### src/rtl/alu_issue_ctrl_pkg.sv
// ---------------------------------------------------------------------------
// alu_issue_ctrl_pkg
//   Shared types and constants for the ALU issue sequencer slice.
//   - XLEN / NUM_REGS : datapath width and scoreboard depth
//   - idu1_out_t      : decoded op handed from IDU1 to the ALU
//   - alu_issue_state_e : sequencer FSM states
//   - nop_ctrl()      : the bubble value driven to the ALU when nothing issues
//   - fwd_operands()  : replaces source data with the in-flight ALU result
// ---------------------------------------------------------------------------
package alu_issue_ctrl_pkg;

    localparam int XLEN     = 32;
    localparam int NUM_REGS = 32;
    localparam int SB_W     = NUM_REGS;
    localparam int REG_AW   = $clog2(NUM_REGS);

    typedef enum logic {
        IDLE    = 1'b0,
        RESOLVE = 1'b1
    } alu_issue_state_e;

    typedef struct packed {
        logic              nop;
        logic              jal;
        logic              condbr;
        logic              rs1;       // rs1 is read by this op
        logic              rs2;       // rs2 is read by this op
        logic [REG_AW-1:0] rs1_addr;
        logic [REG_AW-1:0] rs2_addr;
        logic              rd_wr_en;
        logic [REG_AW-1:0] rd_addr;
        logic [3:0]        alu_op;
        logic [XLEN-1:0]   rs1_data;
        logic [XLEN-1:0]   rs2_data;
        logic [XLEN-1:0]   imm;
        logic [XLEN-1:0]   pc;
    } idu1_out_t;

    // All-zero op with only .nop set: what the ALU sees in a bubble.
    function automatic idu1_out_t nop_ctrl();
        idu1_out_t c;
        c     = '0;
        c.nop = 1'b1;
        return c;
    endfunction

    // Substitute the registered ALU result for any source that names its rd.
    // x0 is never forwarded because it is never really written.
    function automatic idu1_out_t fwd_operands(
        input idu1_out_t         op,
        input logic              wb_wr_en,
        input logic [REG_AW-1:0] wb_rd_addr,
        input logic [XLEN-1:0]   wb_data
    );
        idu1_out_t r;
        r = op;
        if (wb_wr_en && (wb_rd_addr != '0)) begin
            if (op.rs1_addr == wb_rd_addr) r.rs1_data = wb_data;
            if (op.rs2_addr == wb_rd_addr) r.rs2_data = wb_data;
        end
        return r;
    endfunction

endpackage

### src/rtl/alu_issue_ctrl_if.sv
// ---------------------------------------------------------------------------
// alu_issue_ctrl_if
//   Bundles every non-clock signal of the ALU issue sequencer.
//   IDU1 side : in_valid, in_ctrl, in_ready
//   ALU side  : alu_ctrl, alu_issue, alu_wb_data/rd_addr/rd_wr_en, alu_pc_load
//   Long-latency scoreboard updates : sb_set_valid/addr, sb_clr_valid/addr
//   Front end : flush
//   Modports: slave = the sequencer, master = its environment.
// ---------------------------------------------------------------------------
interface alu_issue_ctrl_if;
    import alu_issue_ctrl_pkg::*;

    logic              in_valid;
    idu1_out_t         in_ctrl;
    logic              in_ready;
    idu1_out_t         alu_ctrl;
    logic              alu_issue;
    logic              sb_set_valid;
    logic [REG_AW-1:0] sb_set_addr;
    logic              sb_clr_valid;
    logic [REG_AW-1:0] sb_clr_addr;
    logic [XLEN-1:0]   alu_wb_data;
    logic [REG_AW-1:0] alu_wb_rd_addr;
    logic              alu_wb_rd_wr_en;
    logic              alu_pc_load;
    logic              flush;

    modport slave (
        input  in_valid, in_ctrl,
        output in_ready,
        output alu_ctrl, alu_issue,
        input  sb_set_valid, sb_set_addr, sb_clr_valid, sb_clr_addr,
        input  alu_wb_data, alu_wb_rd_addr, alu_wb_rd_wr_en, alu_pc_load,
        output flush
    );

    modport master (
        output in_valid, in_ctrl,
        input  in_ready,
        input  alu_ctrl, alu_issue,
        output sb_set_valid, sb_set_addr, sb_clr_valid, sb_clr_addr,
        output alu_wb_data, alu_wb_rd_addr, alu_wb_rd_wr_en, alu_pc_load,
        input  flush
    );

endinterface

### src/rtl/alu_issue_ctrl_scoreboard.sv
// ---------------------------------------------------------------------------
// alu_issue_ctrl_scoreboard  (the ALU scoreboard)
//   One pending bit per architectural register, marking registers whose
//   producer is a long-latency unit that has not written back yet.
//   Ports:
//     clk, rst              : clock, synchronous active-high reset
//     set_valid / set_addr  : mark rd pending (producer dispatched)
//     clr_valid / clr_addr  : clear rd pending (producer wrote back)
//     rd_addr_a / pend_a    : combinational read port A
//     rd_addr_b / pend_b    : combinational read port B
//   x0 is never marked. Updates become visible the cycle after they occur.
// ---------------------------------------------------------------------------
module alu_issue_ctrl_scoreboard
    import alu_issue_ctrl_pkg::*;
(
    input  logic              clk,
    input  logic              rst,
    input  logic              set_valid,
    input  logic [REG_AW-1:0] set_addr,
    input  logic              clr_valid,
    input  logic [REG_AW-1:0] clr_addr,
    input  logic [REG_AW-1:0] rd_addr_a,
    input  logic [REG_AW-1:0] rd_addr_b,
    output logic              pend_a,
    output logic              pend_b
);

    logic [SB_W-1:0] pend_q;
    logic [SB_W-1:0] pend_d;

    // Clear first, then set: a new producer dispatched in the same cycle as
    // the old one's writeback must leave the register pending.
    always_comb begin
        // NOTE: start from the held value so every path assigns pend_d and no latch is inferred.
        pend_d = pend_q;
        if (clr_valid && (clr_addr != '0)) pend_d[clr_addr] = 1'b0;
        if (set_valid && (set_addr != '0)) pend_d[set_addr] = 1'b1;
    end

    always_ff @(posedge clk) begin
        if (rst) begin
            pend_q <= '0;
        end else begin
            // NOTE: non-blocking so every flop samples values from before the edge.
            pend_q <= pend_d;
        end
    end

    assign pend_a = pend_q[rd_addr_a];
    assign pend_b = pend_q[rd_addr_b];

endmodule

### src/rtl/alu_issue_ctrl.sv
// ---------------------------------------------------------------------------
// alu_issue_ctrl
//   Issue sequencer in front of the single-cycle ALU.
//   - Accepts decoded ops from IDU1 (valid/ready) through a 1-entry hold
//     buffer; with no hazard an op issues in the cycle it is accepted.
//   - Stalls while a source is pending in the long-latency scoreboard, or
//     (without forwarding) while it depends on the ALU op issued last cycle.
//   - After a jal/condbr issues, spends one RESOLVE cycle with no issue;
//     if the ALU redirects then, the buffered op and anything accepted that
//     cycle are dropped and flush pulses for one cycle.
//   Ports:
//     clk  : clock
//     rst  : synchronous active-high reset
//     bus  : alu_issue_ctrl_if.slave (handshake, ALU, scoreboard, flush)
//   Configuration:
//     ALU_FWD_EN defined   : sources matching the registered ALU result take
//                            alu_wb_data; no ALU-to-ALU stall.
//     ALU_FWD_EN undefined : a dependent op stalls one cycle; alu_wb_* unused.
// ---------------------------------------------------------------------------
module alu_issue_ctrl
    import alu_issue_ctrl_pkg::*;
(
    input  logic           clk,
    input  logic           rst,
    alu_issue_ctrl_if.slave bus
);

    alu_issue_state_e state_q;
    alu_issue_state_e state_d;

    logic      hold_full_q;
    idu1_out_t hold_op_q;

    idu1_out_t cand;
    logic      cand_valid;
    logic      pend_rs1;
    logic      pend_rs2;
    logic      raw_alu;
    logic      hazard;
    logic      issue_now;
    logic      ready;
    logic      accept;
    logic      flush_now;

    // The oldest op is the candidate: the buffered one if present, else the
    // op on the input (zero-bubble path).
    assign cand_valid = hold_full_q | bus.in_valid;
    assign cand       = hold_full_q ? hold_op_q : bus.in_ctrl;

    alu_issue_ctrl_scoreboard u_scoreboard (
        .clk       (clk),
        .rst       (rst),
        .set_valid (bus.sb_set_valid),
        .set_addr  (bus.sb_set_addr),
        .clr_valid (bus.sb_clr_valid),
        .clr_addr  (bus.sb_clr_addr),
        .rd_addr_a (cand.rs1_addr),
        .rd_addr_b (cand.rs2_addr),
        .pend_a    (pend_rs1),
        .pend_b    (pend_rs2)
    );

`ifdef ALU_FWD_EN
    assign raw_alu = 1'b0;
`else
    // Destination of the op issued last cycle; its result is not yet in the
    // register file, so a reader of it must wait one cycle.
    logic              prev_wr_q;
    logic [REG_AW-1:0] prev_rd_q;

    always_ff @(posedge clk) begin
        if (rst) begin
            prev_wr_q <= 1'b0;
            prev_rd_q <= '0;
        end else begin
            prev_wr_q <= issue_now & cand.rd_wr_en & (cand.rd_addr != '0);
            prev_rd_q <= cand.rd_addr;
        end
    end

    assign raw_alu = prev_wr_q & ((cand.rs1 & (cand.rs1_addr == prev_rd_q)) |
                                  (cand.rs2 & (cand.rs2_addr == prev_rd_q)));

    logic unused_alu_wb;
    assign unused_alu_wb = ^{bus.alu_wb_data, bus.alu_wb_rd_addr, bus.alu_wb_rd_wr_en};
`endif

    assign hazard    = (cand.rs1 & pend_rs1) | (cand.rs2 & pend_rs2) | raw_alu;
    assign issue_now = ~rst & (state_q == IDLE) & cand_valid & ~hazard;
    // Issuing the buffered op frees the slot in the same cycle.
    assign ready     = ~rst & (~hold_full_q | issue_now);
    assign accept    = bus.in_valid & ready;
    assign flush_now = (state_q == RESOLVE) & bus.alu_pc_load;

    // ---------------- FSM: state register ----------------
    always_ff @(posedge clk) begin
        if (rst) state_q <= IDLE;
        else     state_q <= state_d;
    end

    // ---------------- FSM: next state ----------------
    always_comb begin
        state_d = state_q;
        unique case (state_q)
            IDLE:    if (issue_now && (cand.jal || cand.condbr)) state_d = RESOLVE;
            RESOLVE: state_d = IDLE;
            default: state_d = IDLE;
        endcase
    end

    // ---------------- FSM: outputs ----------------
    always_comb begin
        bus.in_ready  = ready;
        bus.alu_issue = issue_now;
        bus.flush     = ~rst & flush_now;
        bus.alu_ctrl  = nop_ctrl();
        if (issue_now) begin
`ifdef ALU_FWD_EN
            bus.alu_ctrl = fwd_operands(cand, bus.alu_wb_rd_wr_en,
                                        bus.alu_wb_rd_addr, bus.alu_wb_data);
`else
            bus.alu_ctrl = cand;
`endif
        end
    end

    // ---------------- hold buffer ----------------
    // An accepted op is buffered unless it went straight to the ALU.
    logic hold_load;
    assign hold_load = accept & ~(issue_now & ~hold_full_q);

    always_ff @(posedge clk) begin
        if (rst) begin
            hold_full_q <= 1'b0;
        end else if (flush_now) begin
            hold_full_q <= 1'b0;
        end else if (issue_now) begin
            hold_full_q <= hold_full_q & accept;
        end else begin
            hold_full_q <= hold_full_q | accept;
        end
    end

    // NOTE: payload needs no reset; hold_full_q alone qualifies it.
    always_ff @(posedge clk) begin
        if (hold_load) hold_op_q <= bus.in_ctrl;
    end

endmodule

### src/flat_wrapper.sv
// flat-port wrapper written by rule: the top's interface ports become plain ports
module alu_issue_ctrl_flat import alu_issue_ctrl_pkg::*;
  (clk, rst, bus_in_valid, bus_in_ctrl, bus_in_ready, bus_alu_ctrl, bus_alu_issue, bus_sb_set_valid, bus_sb_set_addr, bus_sb_clr_valid, bus_sb_clr_addr, bus_alu_wb_data, bus_alu_wb_rd_addr, bus_alu_wb_rd_wr_en, bus_alu_pc_load, bus_flush);
  alu_issue_ctrl_if bus_i ();
  input  logic clk;
  input  logic rst;
  input wire logic [$bits(bus_i.in_valid)-1:0] bus_in_valid;
  input wire logic [$bits(bus_i.in_ctrl)-1:0] bus_in_ctrl;
  output wire logic [$bits(bus_i.in_ready)-1:0] bus_in_ready;
  output wire logic [$bits(bus_i.alu_ctrl)-1:0] bus_alu_ctrl;
  output wire logic [$bits(bus_i.alu_issue)-1:0] bus_alu_issue;
  input wire logic [$bits(bus_i.sb_set_valid)-1:0] bus_sb_set_valid;
  input wire logic [$bits(bus_i.sb_set_addr)-1:0] bus_sb_set_addr;
  input wire logic [$bits(bus_i.sb_clr_valid)-1:0] bus_sb_clr_valid;
  input wire logic [$bits(bus_i.sb_clr_addr)-1:0] bus_sb_clr_addr;
  input wire logic [$bits(bus_i.alu_wb_data)-1:0] bus_alu_wb_data;
  input wire logic [$bits(bus_i.alu_wb_rd_addr)-1:0] bus_alu_wb_rd_addr;
  input wire logic [$bits(bus_i.alu_wb_rd_wr_en)-1:0] bus_alu_wb_rd_wr_en;
  input wire logic [$bits(bus_i.alu_pc_load)-1:0] bus_alu_pc_load;
  output wire logic [$bits(bus_i.flush)-1:0] bus_flush;
  assign bus_i.in_valid = bus_in_valid;
  assign bus_i.in_ctrl = bus_in_ctrl;
  assign bus_in_ready = bus_i.in_ready;
  assign bus_alu_ctrl = bus_i.alu_ctrl;
  assign bus_alu_issue = bus_i.alu_issue;
  assign bus_i.sb_set_valid = bus_sb_set_valid;
  assign bus_i.sb_set_addr = bus_sb_set_addr;
  assign bus_i.sb_clr_valid = bus_sb_clr_valid;
  assign bus_i.sb_clr_addr = bus_sb_clr_addr;
  assign bus_i.alu_wb_data = bus_alu_wb_data;
  assign bus_i.alu_wb_rd_addr = bus_alu_wb_rd_addr;
  assign bus_i.alu_wb_rd_wr_en = bus_alu_wb_rd_wr_en;
  assign bus_i.alu_pc_load = bus_alu_pc_load;
  assign bus_flush = bus_i.flush;
  alu_issue_ctrl u_core (.clk(clk), .rst(rst), .bus(bus_i));
endmodule
### config.mk
export PLATFORM = sky130hd
export DESIGN_NAME = alu_issue_ctrl_flat
export DESIGN_NICKNAME = d
export VERILOG_FILES = /design/src/rtl/alu_issue_ctrl_pkg.sv /design/src/rtl/alu_issue_ctrl_if.sv /design/src/rtl/alu_issue_ctrl_scoreboard.sv /design/src/rtl/alu_issue_ctrl.sv /design/src/flat_wrapper.sv
export SDC_FILE = /design/constraint.sdc
export NUM_CORES = 1
export LEC_CHECK = 0
export CAP_MARGIN = 30
export CORE_AREA = 2 2 142 144
export CTS_CLUSTER_SIZE = 24
export DETAILED_ROUTE_END_ITERATION = 8
export DIE_AREA = 0 0 144 146
export DONT_BUFFER_PORTS = 1
export RECOVER_POWER = 50
export REMOVE_ABC_BUFFERS = 1
export SLEW_MARGIN = 40
export SYNTH_ARGS = -nofsm -noshare
export SYNTH_HDL_FRONTEND = slang
export SYNTH_SLANG_ARGS = --single-unit
### constraint.sdc
create_clock -name clk -period 18.2 [get_ports clk]
set_input_delay 1.82 -clock clk [delete_from_list [all_inputs] [get_ports clk]]
set_output_delay 1.82 -clock clk [all_outputs]
set_load 0.1 [all_outputs]
==> impl_metrics.csv <==
group,metric,value,unit
synth,yosys_warnings,0,
clock_tree,clk_latency,0.42,ns
clock_tree,cts_htree_levels,4,
sta,period_share,67.4,%
clock_tree,clk_path_buf_depth,2,
power_and_ir_drop,internal-power,0.792,mW
die,start_util,48.3,%
synth,yosysSeqAreaShare,57.8,%
synth,synth-seq-cells,193,
flow_run,drv_cap,4,
final_layout,layout-drive-gt1-share,28.0,%
synth,synth.distinct_cells,51,
critical_path,start_kind,"register",
power_and_ir_drop,switching_power,0.536,mW
sta,drv_slew,128,
placed_design,hpwl,17.6,mm
power_and_ir_drop,switching_share,40.4,%
grt,grt_first_pass_wirelength,35.6,mm
outcome,violations,"max-capacitance violations, max-slew violations",
sta,worstMarginPinSlew,4.08,ns
synth,async_reset_ff_share,0,%
grt,grt_pass1_vias,6121,
grt,gr-total-overflow,0,
synth,synth_top_area_share,49.2,%
clock_tree,path_clk_slew,0.07,ns
power_and_ir_drop,combPwrFrac,32.3,%
placed_design,routabilityCongestion,0.821,
die,dieArea,21000,um2
critical_path,crit_type,"register to primary output",
critical_path,cp_cell_sequence,"clkbuf_1 > mux2i_1 > xnor2_1 > nor4_1 > a22oi_1 > o221a_2 > nand3_1 > buf_8 > inv_2 > and2_2",
sta,relSlewSlack,-172,%
final_layout,finalCoreUtilization,58.8,%
grt,track_usage,22.0,%
power_and_ir_drop,ir_drop,0.0636,mV
synth,synth_top_area_cell,"edfxtp_1",
placed_design,portBuffers,0,
clock_tree,clock-sinks,193,
clock_tree,cts_tree,"yes",
sta,clock.fmax,0.0815,GHz
sta,period_needed,12.27,ns
grt,grt_max_degree,142,
clock_tree,cts_resized,0,
detailed_routing,wire_per_inst,22.7,um
detailed_routing,drc,0,
synth,synthFlopType,"edfxtp_1",
final_layout,area_delta_synth_final,21.7,%
critical_path,required,16.38,ns
clock_tree,hold_buffers,0,
power_and_ir_drop,clkPwrFrac,28.8,%
critical_path,critPathArrivalTime,10.45,ns
clock_tree,cts_buffers,17,
synth,synth_edf_count,153,
clock_tree,post_cts_buffers,0,
die,chipHeight,146,um
detailed_routing,viasPerCell,5.79,
detailed_routing,first_iter_violations,334,
power_and_ir_drop,powerDensity,117,nW/um2
synth,syn_inst,790,
detailed_routing,via_count,6086,
power_and_ir_drop,p_leak,3.45,nW
die,rows,51,
critical_path,critPathTopFamily,"buffers and inverters",
die,pin_count,363,
synth,synthTopCellsByArea,"edfxtp_1 49%, mux2i_1 18%, dfxtp_1 8.6%, nor2_1 6.7%, mux4_2 2.2%",
sta,hold_viol_final,0,
critical_path,cpPeakStageDelay,2.96,ns
sta,setup_viol,0,
synth,syn_area_per_cell,11.8,um2
sta,skew,0.00990,ns
synth,post_synth_instance_area,9340,um2
detailed_routing,drt_wl_total,23.9,mm
sta,tns,0,ns
critical_path,cpMaxStageDelayCell,"clkbuf_1",
power_and_ir_drop,seqPwrFrac,38.9,%
sta,rsz0062_at_grt,"false",
worst_hold_path,hold_path_class,"register to register",
die,die_w,144,um
outcome,outcome,"finished, violations left",
final_layout,insertedDiodeCount,0,
critical_path,worstPathMaxFanout,66,
die,core,19300,um2
clock_tree,clockRootBuffer,"clkbuf_16",
critical_path,cp-end-kind,"primary output",
final_layout,fin_nets,980,
critical_path,crit_buf_inv,3,
grt,antenna_found_initial,0,
detailed_routing,firstDrtPassIters,4,
detailed_routing,ant_nets,0,
[kinds of logic after synthesis]
kind of cell,synth area share (%)
muxes,20.8
DFF,57.8
buffers and inverters,2.80
xor gates and xnor gates,1.13
AOI/OAI and AO/OA,5.83
and+or+nand+nor,11.7
[sequential cells by signal, summed over array words and instances, names as in the netlist]
name,count
u_core.hold_op_q,153
u_core.u_scoreboard.pend_q,32
u_core.prev_rd_q,5
u_core.hold_full_q,1
u_core.prev_wr_q,1
u_core.state_q,1
[final timing paths]
check	from	endpoint	slack, ns	cells after the start
worst max-delay path	u_core.hold_full_q$_SDFF_PP0_	bus_alu_ctrl[146]	5.93	10
worst min register to register	u_core.u_scoreboard.pend_q[0]$_SDFF_PP0_	u_core.u_scoreboard.pend_q[0]$_SDFF_PP0_	0.49	1
worst max register to register	u_core.hold_full_q$_SDFF_PP0_	u_core.hold_op_q[74]$_DFFE_PP_	6.24	12
worst min-delay path	u_core.u_scoreboard.pend_q[0]$_SDFF_PP0_	u_core.u_scoreboard.pend_q[0]$_SDFF_PP0_	0.49	1
[per-stage QoR]
stage	worst slack [ns]	hold slack [ns]	instance area [um2]	total power, mW	instances
final	5.93	0.485	11400	1.33	1051
after floorplan	-1.69	0.450	9110	0.878	743
after global placement	10.29	0.472	9910	0.900	1015
after CTS	10.57	0.486	11400	1.33	1049
after detailed placement	10.45	0.476	10800	0.952	1017
after global routing	5.21	0.503	11400	1.37	1051
[final cells by class]
cell class / instances / area [um2]
Timing Repair Buffer: 11 / 165
Tap cell: 265 / 332
Inverter: 7 / 26.3
Clock buffer: 17 / 425
Clock inverter: 15 / 173
Multi-Input combinational cell: 543 / 4850
Sequential cell: 193 / 5400
Fill cell: 1532 / 7970
[synth_stat cells, drive strengths merged (2+ instances only)]
library cell / instances
mux2i: 167
nor2: 167
edfxtp: 153
nand2: 48
dfxtp: 40
a21oi: 36
o21ai: 34
buf: 24
clkbuf: 23
mux4: 9
inv: 7
xnor2: 7
nand3b: 6
mux2: 5
nand3: 5
nor3: 5
o22ai: 5
xor2: 5
nor2b: 4
nor3b: 4
nand2b: 3
nor4: 3
or3b: 3
a211oi: 2
a22o: 2
and2: 2
and3: 2
and3b: 2
o221ai: 2
or3: 2
[metal layers]
metal,GRT usage [%],up-vias,wire [um]
met5,0,-,0
met3,5.82,36,2070
met1,26.8,2949,9100
met4,7.40,0,519
li1,-,2858,-
met2,37.7,243,12200
[layout by cell type (no fill, tap or decap), types with 3 or more instances in the layout]
cell type / n
mux2i_1: 162
edfxtp_1: 153
nor2_4: 147
nand2_1: 47
dfxtp_1: 40
o21ai_0: 33
a21oi_1: 33
nor2_1: 19
clkbuf_16: 17
mux4_2: 9
xnor2_1: 7
inv_1: 6
nand3b_1: 6
mux2_2: 5
nand3_1: 5
o22ai_1: 5
nor3_1: 5
xor2_1: 5
nor2b_1: 4
mux2i_2: 3
nand2b_1: 3
nor4_1: 3
a21oi_4: 3
or3b_2: 3
nor3b_1: 3
clkinvlp_4: 3
inv_6: 3
buf_16: 3
buf_8: 3
buf_4: 3
[power groups by stage]
stage	registers [mW]	logic [mW]	clock network, mW
2_1_floorplan	0.543	0.335	0
3_3_place_gp	0.525	0.375	0
3_5_place_dp	0.527	0.425	0
4_1_cts	0.517	0.426	0.387
5_1_grt	0.519	0.443	0.405
6_report	0.517	0.429	0.382
No activity file was read; power rests on OpenSTA's default activity.
